File: src/rtl/exec_step_sequencer.sv
// Front-panel execution controller: debounced NEXT/RUN/FAST/HALT buttons drive
// an IDLE/RUN_SLOW/RUN_FAST sequencer that issues paced, handshaked step strobes.
module exec_step_sequencer #(
  parameter int unsigned DEBOUNCE_CYCLES = 500000,
  parameter int unsigned SLOW_DIV        = 50000000,
  parameter int unsigned FAST_DIV        = 500000,
  parameter int unsigned TMR_W           = 26
) (
  input  logic       clk,
  input  logic       rst,
  input  logic       btn_next,
  input  logic       btn_run,
  input  logic       btn_fast,
  input  logic       btn_halt,
  input  logic       step_ready,
  output logic       step_pulse,
  output logic [1:0] state,
  output logic       running,
  output logic       overrun
);

  localparam int unsigned CW = $clog2(DEBOUNCE_CYCLES + 1);

  localparam logic [1:0] ST_IDLE = 2'b00;
  localparam logic [1:0] ST_SLOW = 2'b01;
  localparam logic [1:0] ST_FAST = 2'b10;

  localparam logic [CW-1:0]    DB_LAST   = CW'(DEBOUNCE_CYCLES - 1);
  localparam logic [TMR_W-1:0] SLOW_LAST = TMR_W'(SLOW_DIV - 1);
  localparam logic [TMR_W-1:0] FAST_LAST = TMR_W'(FAST_DIV - 1);

  // Bit order: 0 next, 1 run, 2 fast, 3 halt
  logic [3:0] btn_raw;
  logic [3:0] sync1;
  logic [3:0] sync2;
  logic [3:0] lvl;
  logic [3:0] lvl_q;
  logic [3:0] ev;

  assign btn_raw = {btn_halt, btn_fast, btn_run, btn_next};

  always_ff @(posedge clk or posedge rst) begin
    if (rst) begin
      sync1 <= '0;
      sync2 <= '0;
      lvl_q <= '0;
    end else begin
      sync1 <= btn_raw;
      sync2 <= sync1;
      lvl_q <= lvl;
    end
  end

  for (genvar i = 0; i < 4; i++) begin : g_db
    logic [CW-1:0] cnt;
    logic          lvl_b;

    always_ff @(posedge clk or posedge rst) begin
      if (rst) begin
        cnt   <= '0;
        lvl_b <= 1'b0;
      end else if (sync2[i] == lvl_b) begin
        cnt <= '0;
      end else if (cnt == DB_LAST) begin
        cnt   <= '0;
        lvl_b <= sync2[i];
      end else begin
        cnt <= cnt + 1'b1;
      end
    end

    assign lvl[i] = lvl_b;
  end

  assign ev = lvl & ~lvl_q;

  logic ev_next;
  logic ev_run;
  logic ev_fast;
  logic ev_halt;

  assign ev_next = ev[0];
  assign ev_run  = ev[1];
  assign ev_fast = ev[2];
  assign ev_halt = ev[3];

  logic [TMR_W-1:0] timer;
  logic [TMR_W-1:0] div_last;
  logic             pending;
  logic             enter;
  logic             run_st;
  logic             tick;
  logic             next_req;
  logic             issue;

  assign enter    = ev_halt | ev_fast | ev_run;
  assign run_st   = (state != ST_IDLE);
  assign div_last = (state == ST_FAST) ? FAST_LAST : SLOW_LAST;
  // A mode change restarts pacing, so a coincident tick is discarded
  assign tick     = run_st & ~enter & (timer == div_last);
  assign next_req = ev_next & ~enter & (state == ST_IDLE);
  assign issue    = pending & step_ready;

  always_ff @(posedge clk or posedge rst) begin
    if (rst) begin
      state   <= ST_IDLE;
      timer   <= '0;
      pending <= 1'b0;
      overrun <= 1'b0;
    end else begin
      if (ev_halt) begin
        state <= ST_IDLE;
      end else if (ev_fast) begin
        state <= ST_FAST;
      end else if (ev_run) begin
        state <= ST_SLOW;
      end

      if (enter || !run_st || tick) begin
        timer <= '0;
      end else begin
        timer <= timer + 1'b1;
      end

      if (ev_halt) begin
        pending <= 1'b0;
      end else if (tick || next_req) begin
        pending <= 1'b1;
      end else if (issue) begin
        pending <= 1'b0;
      end

      // A tick is only lost when the previous step is still stuck
      if (ev_halt) begin
        overrun <= 1'b0;
      end else if (tick && pending && !step_ready) begin
        overrun <= 1'b1;
      end
    end
  end

  assign step_pulse = issue;
  assign running    = run_st;

endmodule
File: config.mk
export PLATFORM = sky130hd
export DESIGN_NAME = exec_step_sequencer
export DESIGN_NICKNAME = d
export VERILOG_FILES = /design/src/rtl/exec_step_sequencer.sv
export SDC_FILE = /design/constraint.sdc
export NUM_CORES = 1
export LEC_CHECK = 0
export BUFFER_PORTS_ARGS = -buffer_cell sky130_fd_sc_hd__buf_2
export CAP_MARGIN = 20
export CORE_MARGIN = 2
export CORE_UTILIZATION = 55
export DETAILED_ROUTE_END_ITERATION = 16
export PLACE_DENSITY = 0.71
export SLEW_MARGIN = 15
export SYNTH_ARGS = -nofsm -noshare
export SYNTH_HDL_FRONTEND = slang
export SYNTH_SLANG_ARGS = --single-unit
File: constraint.sdc
create_clock -name clk -period 4.9 [get_ports clk]
set_clock_uncertainty 0.05 [all_clocks]
set_input_delay 0.98 -clock clk [delete_from_list [all_inputs] [get_ports clk]]
set_output_delay 0.98 -clock clk [all_outputs]
set_load 0.05 [all_outputs]
==> results of run 1 <==
## flip-flops by register name, summed over array words and instances (netlist names)
name and count:
g_db.cnt 76, sync2 4, timer 26, lvl_q 4, pending 1, overrun 1
state 2, g_db.lvl_b 4, sync1 4
## cells in the mapped netlist (4+ instances only)
library cell / n / area (µm²)
clkbuf_1: 8 / 30.03
nor4_1: 16 / 100.1
xor2_1: 29 / 254.0
inv_1: 25 / 93.84
nor2_1: 68 / 255.2
xnor2_1: 32 / 280.3
or3_1: 25 / 156.4
o31ai_1: 16 / 120.1
o21ai_0: 18 / 90.09
or4_1: 19 / 142.6
dfrtp_1: 122 / 3053
and4_1: 7 / 61.31
nor3_1: 25 / 125.1
mux2_2: 4 / 45.04
nand2_1: 36 / 135.1
ha_1: 5 / 62.56
nor4b_1: 4 / 35.03
nand4_1: 20 / 125.1
nor2b_1: 6 / 37.54
nand3_1: 31 / 155.2
a21oi_1: 21 / 105.1
a211oi_1: 13 / 97.59
buf_2: 7 / 35.03
## metrics by stage
stage                     power [mW]  cells  util [%]  area (µm²)
after floorplan                1.084    601         -        5997
after CTS                      2.588    766     63.55        6829
final                          2.561    766     63.55        6829
after detailed placement       1.101    734     56.97        6122
after global routing           2.641    766     63.55        6829
after global placement         1.098    733     56.90        6115
## worst max-delay path, cell delays in order, from the launching register on
cell and delay (ps):
dfrtp_1 390, ha_1 240, nand4_1 160, or3_1 450, o21ai_1 740, buf_4 290, nor2_1 60
## layer usage
layer	vias to the layer above	track usage [%]	routed length (µm)
met4	0	8.974	232
met2	88	33.44	5423
met5	-	0	0
met1	2220	28.23	5376
met3	20	5.847	411
li1	2201	-	-
## cell families after synthesis
family / share of synthesized area (%)
and+or+nand+nor: 26.27
DFF: 50.91
AOI/OAI and AO/OA: 8.387
xor gates and xnor gates: 8.909
buffers and inverters: 3.735
adders and majority gates: 1.043
muxes: 0.7510
## area by class of cell
| type | instances | area (µm²) | area share, % |
|---|---|---|---|
| Tap cell | 140 | 175.2 | 2.565 |
| Inverter | 25 | 96.34 | 1.411 |
| Clock buffer | 21 | 469.2 | 6.871 |
| Multi-Input combinational cell | 433 | 2720 | 39.83 |
| Sequential cell | 122 | 3053 | 44.71 |
| Timing Repair Buffer | 14 | 77.57 | 1.136 |
| Clock inverter | 11 | 237.7 | 3.481 |
## power groups by stage
stage,Combinational (mW),Clock [mW],Sequential [mW]
floorplan,0.0387,0,1.05
global placement,0.0519,0,1.05
detailed placement,0.0539,0,1.05
CTS,0.0544,1.50,1.03
global route,0.0620,1.55,1.03
finish,0.0524,1.48,1.03
## how the worst max path moves through the flow
stage / from / to / depth (start not counted)
2_1_floorplan: rst / g_db[0].cnt[0] / 1
3_3_place_gp: g_db[3].cnt[0] / g_db[3].cnt[7] / 5
3_5_place_dp: step_ready / step_pulse / 3
4_1_cts: step_ready / step_pulse / 3
5_1_grt: g_db[3].cnt[0] / g_db[3].cnt[2] / 6
6_report: g_db[3].cnt[0] / g_db[3].cnt[2] / 6
==> impl_metrics.yaml, run 1 <==
sta:
  min_period_ps: 2490
  final.setup.tns_ps: 0
  whs_ps: 299.8
  fin_ws_ps: 2410
  clock.fmax_mhz: 401.7
  worst_pin_slew_ps: 1031
  slew_headroom_pct: 31.29
  rsz0062_at_grt: "false"
  finalHoldViolCount: 0
  slew_violations: 0
  period_share_pct: 50.81
  setup_viol: 0
synth:
  ys_async_sr_fraction_pct: 100.0
  synth_seq_cells: 122
  ys_seq_area_share_pct: 50.91
  synthCells: 601
  synth_top_flop_cell: "dfrtp_1"
  synth-edff-count: 0
  yosysWarnings: 0
  syn_area_per_cell_um2: 9.978
  synth_fp_nets: 613
  netlist_area_um2: 5997
  ys_types: 47
clock_tree:
  clk_pin_slew_ps: 60
  cts_tree: "built"
  hold_buffers: 0
  ctsResizeCount: 0
  clock_latency_ps: 530
  h-tree-depth: 4
  clockRootBuffer: "clkbuf_8"
  clock_sinks: 122
  cts_buffers: 17
  postCtsSetupBuffers: 0
  cts_buffer_depth: 2
setup_path:
  critPathLaunchType: "flip-flop"
  rr_endpoint: "g_db[3].cnt[2]"
  setup.worst_path.end_class: "flip-flop"
  reg2reg_from: "g_db[3].cnt[0]"
  crit_type: "reg -> reg"
  arrival_ps: 2860
  r2r_cells: 6
  crit_fanout: 12
  required_ps: 5270
  r2r_slack_ps: 2410
power:
  leakagePower_nw: 2.716
  seqPwrFrac_pct: 40.2
  p_switching_mw: 0.4939
  peakVddDrop_v: 0.0004015
  p_comb_share_pct: 2.0
  pwr-share-clk_pct: 57.7
  internal_power_mw: 2.067
  switching_share_pct: 19.29
  p_per_area_nw_per_um2: 375.0
drt:
  drtAntennaViolNets: 0
  vias_per_cell: 5.913
  drtIter0Drc: 300
  drt-total-wl_um: 11440
  first_pass_iters: 4
  drc: 0
  post_drt_wl_per_cell_um: 14.94
  vias: 4529
cells_and_area:
  syn2layout_area_growth_pct: 13.87
  final_common_cell: "dfrtp_1"
  fillers: 860
  layout_common_cells: "dfrtp_1 (122), nor2_1 (68), nand2_1 (36)"
  nNetsFinal: 625
  drive_gt1_share_pct: 11.18
  diodes: 0
die:
  die-width_um: 108.4
  core-area_um2: 10750
  dieHeight_um: 108.4
  pin_count: 12
  start_util_pct: 55.81
  dieArea_um2: 11750
  rows: 38
worst_hold_path:
  hp-class: "reg -> reg"
  hp-start: "sync1[0]"
  min_to: "sync2[0]"
  hold-path-cell-count: 0
status:
  outcome: "finished, final reports clean"
placed_design:
  place_worst_setup_slack_ps: 2428
  port_buffers: 11
  dpl.hpwl_um: 7387
  place_congestion: 0.8269
grt:
  grt_pass1_wl_um: 19780
  grt.total_usage_pct: 21.42
  grt_max_degree: 43
  overflow: 0
  antenna_found_initial: 0
  grt_pass1_vias: 4350
flow_run:
  drv_cap: 0
Note: power is estimated with default switching activity, not from simulation.
==> run 2: changes to the inputs <==
==> constraint.sdc (replaced) <==
create_clock -name clk -period 2.5 [get_ports clk]
set_clock_uncertainty 0.05 [all_clocks]
set_input_delay 0.5 -clock clk [delete_from_list [all_inputs] [get_ports clk]]
set_output_delay 0.5 -clock clk [all_outputs]
set_load 0.05 [all_outputs]
==> run 2 against run 1 <==
Against the previous run:
- maximum frequency increased by 15%
- worst hold slack got worse by 290 ps
- sequential cell count is the same
- wire length increased by 1.6%
- largest power group unchanged
- critical path depth shrank 2
- first-iteration DRC count fell by 26%
- critical endpoint is now timer[25]
- sequential power grew 96%
- combinational power up 120%
==> impl_metrics.yaml, run 2 (synthesized netlist as in run 1, its figures left out) <==
sta:
  period_share_pct: 86.91
  slew_violations: 0
  clock.fmax_mhz: 460.3
  whs_ps: 13.14
  worst_pin_slew_ps: 609.6
  slew_headroom_pct: 59.36
  rsz0062_at_grt: "false"
  min_period_ps: 2173
  setup_viol: 0
  fin_ws_ps: 327.4
  finalHoldViolCount: 0
  final.setup.tns_ps: 0
drt:
  drtAntennaViolNets: 0
  first_pass_iters: 4
  post_drt_wl_per_cell_um: 15.01
  drt-total-wl_um: 11630
  vias_per_cell: 5.865
  drtIter0Drc: 221
  drc: 0
  vias: 4545
power:
  pwr-share-clk_pct: 50.3
  peakVddDrop_v: 0.0007932
  internal_power_mw: 3.357
  p_comb_share_pct: 2.7
  switching_share_pct: 21.76
  seqPwrFrac_pct: 47.0
  p_switching_mw: 0.9337
  leakagePower_nw: 2.668
  p_per_area_nw_per_um2: 637.2
die:
  rows: 38
  dieHeight_um: 108.4
  core-area_um2: 10750
  start_util_pct: 55.81
  pin_count: 12
  dieArea_um2: 11750
  die-width_um: 108.4
cells_and_area:
  drive_gt1_share_pct: 11.50
  biggestRegsByFlops: "g_db.cnt: 76 flops, timer: 26 flops"
  ff_latch_area_um2: 3053
  final_util_pct: 62.67
  regMostFlops: "g_db.cnt"
  final_common_cell: "dfrtp_1"
  layout_common_cells: "dfrtp_1 (122), nor2_1 (68), nand2_1 (36)"
  diodes: 0
  syn2layout_area_growth_pct: 12.29
  largest_reg_flops: 76
  fillers: 913
  multi_input_area_um2: 2720
  nNetsFinal: 635
clock_tree:
  h-tree-depth: 4
  hold_buffers: 2
  cts_buffer_depth: 2
  cts_tree: "built"
  clockRootBuffer: "clkbuf_8"
  clock_latency_ps: 540
  clk_pin_slew_ps: 60
  ctsResizeCount: 0
  postCtsSetupBuffers: 0
  clock_sinks: 122
  cts_buffers: 17
grt:
  grt.total_usage_pct: 22.00
  overflow: 0
  antenna_found_initial: 0
  grt_max_degree: 65
  grt_pass1_wl_um: 20240
  grt_pass1_vias: 4487
placed_design:
  place_congestion: 0.8785
  place_worst_setup_slack_ps: 358.4
  dpl.hpwl_um: 7671
  port_buffers: 11
setup_path:
  reg2reg_from: "timer[5]"
  critPathSlowestCell: "or4_4"
  required_ps: 2890
  arrival_ps: 2570
  cp_num_cells: 4
  crit_start: "timer[5]"
  crit_family: "simple AND/OR/NAND/NOR gates"
  r2r_slack_ps: 330
  crit_fanout: 16
  critPathLaunchType: "flip-flop"
  cpPeakStageDelay_ps: 660
  r2r_cells: 4
  crit_type: "reg -> reg"
  crit_path_cell_trace: "nand2_1, or4_4, or4b_1, a211oi_1"
  cp.buffers_inverters: 0
  setup.worst_path.end_class: "flip-flop"
flow_run:
  drv_cap: 0
status:
  outcome: "finished, final reports clean"
worst_hold_path:
  hp-class: "in -> async"
-- run 2: changes by cell type in the layout (fill, tap and decap cells not counted), moves of 3 or more --
cell,before,now
buf_4,3,10
bufinv_16,7,1
clkbuf_1,0,4
clkinv_2,2,6
clkbuf_8,5,2
clkinvlp_4,0,3
-- run 2: path summary, 6_finish.rpt --
kind / to
setup reg to reg: timer[25]
max in group asynchronous: g_db[3].cnt[1]
hold reg to reg: sync2[1]
setup / recovery: timer[25]
hold / removal: g_db[2].cnt[14]
min in group clk: sync1[0]
-- run 2: per-layer routing --
layer | up-vias | GRT usage [%] | share of wire, %
li1 | 2213 | - | -
met1 | 2228 | 27.72 | 47
met2 | 80 | 34.96 | 47
met3 | 24 | 6.811 | 3.8
met4 | 0 | 9.707 | 2.0
met5 | - | 0 | 0
-- run 2: through the flow --
stage	instance area (µm²)	total power [mW]	cells
after CTS	6734	4.338	775
after detailed placement	6196	2.168	742
after floorplan	6001	2.125	601
final	6734	4.291	775
after global routing	6734	4.456	775
after global placement	6196	2.162	742
-- run 2: area by class of cell --
cell class                      instances  area share [%]
Clock buffer                           22           6.577
Clock inverter                          9           1.115
Inverter                               25           1.449
Multi-Input combinational cell        433           40.39
Sequential cell                       122           45.34
Tap cell                              140           2.601
Timing Repair Buffer                   24           2.527
-- run 2: worst register-to-register path, stage by stage (launching register included) --
cell,delay [ps]
dfrtp_1,480
nand2_1,140
or4_4,660
or4b_1,510
a211oi_1,240
-- run 2: power by group through the flow --
stage	logic [mW]	clock network [mW]	registers, mW
global route	0.134	2.30	2.02
CTS	0.119	2.20	2.02
detailed placement	0.115	0	2.05
finish	0.114	2.16	2.02
global placement	0.111	0	2.05
floorplan	0.0763	0	2.05
